### config.mk
export PLATFORM = sky130hd
export DESIGN_NAME = up_counter
export DESIGN_NICKNAME = d
export VERILOG_FILES = /design/src/rtl/up_counter.sv
export SDC_FILE = /design/constraint.sdc
export NUM_CORES = 1
export LEC_CHECK = 0
export BUFFER_PORTS_ARGS = -buffer_cell sky130_fd_sc_hd__buf_2
export CAP_MARGIN = 5
export CORE_AREA = 2 2 39 41
export CTS_CLUSTER_SIZE = 40
export DETAILED_ROUTE_END_ITERATION = 6
export DIE_AREA = 0 0 41 43
export MAX_ROUTING_LAYER = met4
export SLEW_MARGIN = 0
export SYNTH_ARGS = -nofsm -noshare
export SYNTH_HDL_FRONTEND = slang
export SYNTH_SLANG_ARGS = --single-unit
### constraint.sdc
create_clock -name clk -period 1.04 [get_ports clk]
set_input_delay 0.312 -clock clk [delete_from_list [all_inputs] [get_ports clk]]
set_output_delay 0.312 -clock clk [all_outputs]
set_load 0.01 [all_outputs]
### src/rtl/up_counter.sv
// Free-running binary up-counter that wraps modulo MODULUS.
// Asynchronous active-low reset; cout is driven straight from the count register.
module up_counter #(
    parameter int unsigned WIDTH   = 4,
    parameter int unsigned MODULUS = 16
) (
    input  logic             clk,
    input  logic             reset,
    output logic [WIDTH-1:0] cout
);

    // Terminal value; when MODULUS == 2**WIDTH this is all-ones, so the compare
    // folds into the natural overflow.
    localparam logic [WIDTH-1:0] LAST = WIDTH'(MODULUS - 1);

    logic [WIDTH-1:0] count_q;

    always_ff @(posedge clk or negedge reset) begin
        if (!reset) begin
            count_q <= '0;
        end else if (count_q == LAST) begin
            count_q <= '0;
        end else begin
            count_q <= count_q + WIDTH'(1);
        end
    end

    assign cout = count_q;

endmodule

-- After elaboration in Yosys (flattened, before gate mapping)
Cells that the tools add are included.
- add/subtract/negate cells: 1
- multipliers: 0
- divide/modulo/power cells: 0
- magnitude comparators: 0
- equal/unequal tests: 1
- shifts and indexed selects: 0
- mux-type cells: 1
- bitwise gates (word level): 0
- reduce and logical (&&, ||, !) cells: 0
- operator list (operator ; number):
    $add A4 B1 Y4 const B ; 1
    $eq A4 B4 Y1 const B ; 1
    $mux W4 ; 1
- register bits: 4
- bits in latches: 0
- bits in writable memories: 0
- ROM bits: 0
- input port bits: 2
- output and inout port bits: 4
- word-level logic and storage cells: 4
- memories: 0

-- Logic depth before layout (Yosys ltp)
- depth in word-level cells: 2
- mapped depth: 3
- depth with buffers taken out: 3

-- Least setup slack after synthesis
Ideal clock, no wire load.
- path kind: register to register
- start: register count_q[0] (netlist: cout[0])
- end: register count_q[3] (netlist: cout[3])
- arrival time: 0.930 ns
- path slack: -0.016 ns
- stages on the path, launching flop included: 3
- period minus slack after synthesis: 1.056 ns
- path through: dfrtp_1 -> and4b_1 -> a311o_1
- longest elaborated chain between the ends: 2
- elaborated cells between the ends (all ways): 3
- ends and longest elaborated chain (element ; RTL line ; source):
    from (decl) ; 16 ; logic [WIDTH-1:0] count_q;
    from (signal assigned) ; 24 ; count_q <= count_q + WIDTH'(1);
    $add A4 B1 Y4 / $eq A4 B4 Y1 (equally long branches) ; 24, 21 ;
    $mux W4 (*) ; 21 ; end else if (count_q == LAST) begin
Mark *: on every way between the ends. The rest lies on a longest branch, timed or not.

-- Final worst setup path
- start: register count_q[0] (netlist: cout[0])
- end: output cout[0]
- RTL lines (element ; RTL line ; source):
    to (decl) ; 9 ; output logic [WIDTH-1:0] cout
No word-level cell between the ends.

==> out/qor.yml <==
top_usage_layer: "met4"
antenna_found_initial: 0
startpoint_type: "flip-flop"
synth_nets: 15
synth-simple-area-share_pct: 13.7
dieArea_um2: 1760
p_leak_nw: 0.157
synthDistinctLibCells: 9
ys.warnings.count: 0
synth_top_area_cell: "dfrtp_1"
rrSetupSlack_ps: -90
status: "finished with violations"
final_util_pct: 21.8
syn_area_per_cell_um2: 13.7
slew_headroom_pct: 89.6
worst_pin_slew_ps: 156
synth_compound_area_share_pct: 9.92
grtUsageTotal_pct: 5.65
hold_violations: 0
multiInputGateArea_um2: 62.6
ioPinCount: 6
avgViaCountPerCell: 3.40
vias: 143
wire_per_inst_um: 9.38
ir_drop_mv: 0.224
synthMuxAreaShare_pct: 0
cp.arrival_ps: 840
areaGrowthSynthToFinish_pct: 84.0
regArea_um2: 100
synth_xor_area_share_pct: 5.34
max_freq_ghz: 0.867
crit_chain: "buf_6 -> buf_6"
ys_seq_elements: 4
routed_wl_um: 394
htreeDepth: 1
cts_max_path_buffers: 2
grtUsageMet2_pct: 5.94
grt_max_degree: 5
worstReg2RegEnd: "cout[3]"
end_kind: "primary output"
synth_top_family_by_area: "simple AND/OR/NAND/NOR gates"
period_share_pct: 111
path_common_cell: "buf_6"
synth_flop_cell: "dfrtp_1"
synth-edff-count: 0
layout_setup_ws_ps: -114
layout_min_cycle_time_ps: 1150
port_buffers: 5
numCtsBuffers: 3
crit_buf_inv: 2
drt_iter0_markers: 1
mappedNetlistArea_um2: 164
num_rows: 14
cts_sinks: 4
drcViolationCount: 0
critPathMaxFanout: 2
synth_most_common_cell: "dfrtp_1"
firstDrtPassIters: 2
yosysTopAreaCellShare_pct: 61.1
async_flop_share_pct: 100
ff2ff_path_depth: 3
grt_pass1_wl_um: 524
synth_fa_ha_area_share_pct: 7.63
r2r-start: "cout[0]"
tns_ps: -352
hold_class: "input pin to async pin"
finalMaxSlewViolations: 0
drive_above_1_share_pct: 57.7
die_w_um: 41
seq_area_frac_synth_pct: 61.1
maxCapViolCount: 0
die_h_um: 43
overflow: 0
setup_viol: 5
max_stage_delay_ps: 380
ant_nets: 0
place_congestion: 0.543
skew_ps: 2.10
met3_usage_pct: 4.71
worstSetupPathType: "flip-flop to primary output"
grt_pass1_vias: 143
powerDensity_nw_per_um2: 1180
diodes: 0
largest_reg_flops: 4
synthCells: 12
cts_tree: "done"
nFillCells: 155
root_buffer: "clkbuf_4"
worst_path_max_delay_cell: "dfrtp_1"
nNetsFinal: 31
grt_util_met1_pct: 4.81
synth_area_leaders: "dfrtp_1, ha_1, a311o_1"
core_um2: 1380
start_util_pct: 11.8
violations: "setup timing"
clk_pin_slew_ps: 40
insertion_delay_ps: 230
crit_required_ps: 730
cp_top_family: "flip-flops"
grt_setup_unrepaired: "yes"
## how the worst max path moves through the flow
| stage | from | endpoint | cells past startpoint |
|---|---|---|---|
| 3_5_place_dp | cout[1] | cout[3] | 2 |
| 4_1_cts | cout[0] | cout[0] | 2 |
| 5_1_grt | cout[0] | cout[0] | 2 |
| 3_3_place_gp | cout[0] | cout[3] | 3 |
| 2_1_floorplan | cout[1] | cout[3] | 2 |
| 6_report | cout[0] | cout[0] | 2 |
## logic make-up (layout without fill, tap and decap cells)
family          count (synthesis)  count (layout)
compound gates                  2               2
fa+ha+maj                       1               1
buf+inv                         1              15
simple gates                    3               3
flops                           4               4
xor+xnor                        1               1
## power breakdown
| part | switching, mW | total, mW | leakage, nW | internal [mW] |
|---|---|---|---|---|
| clock | 0.0630 | 0.192 | 0.0138 | 0.129 |
| sequential | 0 | 0.156 | 0.0518 | 0.156 |
| combinational | 0.00343 | 0.00725 | 0.0914 | 0.00381 |
## final cells by class
class	instances	share of cell area [%]
Timing Repair Buffer	11	30.7
Inverter	1	1.24
Clock buffer	3	7.47
Tap cell	16	6.64
Multi-Input combinational cell	7	20.7
Sequential cell	4	33.2
## through the flow
step                instances  area, um^2  power [mW]  setup WS [ps]  hold WS (ps)
finish                     42         302       0.356           -114           416
global route               42         302       0.376           -157           431
CTS                        42         289       0.367           -113           418
detailed placement         36         231       0.163           2.40           123
global placement           36         231       0.163           20.8           122
floorplan                  12         164       0.159          -2.82          16.4
## layer usage
layer	part of all wire (%)	wire, um
met5	0	0
met4	0	0
met3	9.6	38
met2	52	203
met1	38	151
## layout by cell type (no fill, tap or decap)
master,count
ha_2,1
buf_6,4
inv_1,1
clkbuf_4,3
buf_4,3
xor2_1,1
nand2_1,1
dfrtp_1,4
a311o_1,1
and4b_1,1
dlygate4sd3_1,1
a31oi_1,1
and2b_2,1
buf_2,3
## what timing repair did
item / 4_1_cts / 5_1_grt
gates resized for setup: 2 / 3
setup endpoints to repair: 4 / 6
setup buffers: 2 / 1
hold buffers: 1 / 0
hold endpoints to repair: 4 / 0
Note: power is estimated with default switching activity, not from simulation.
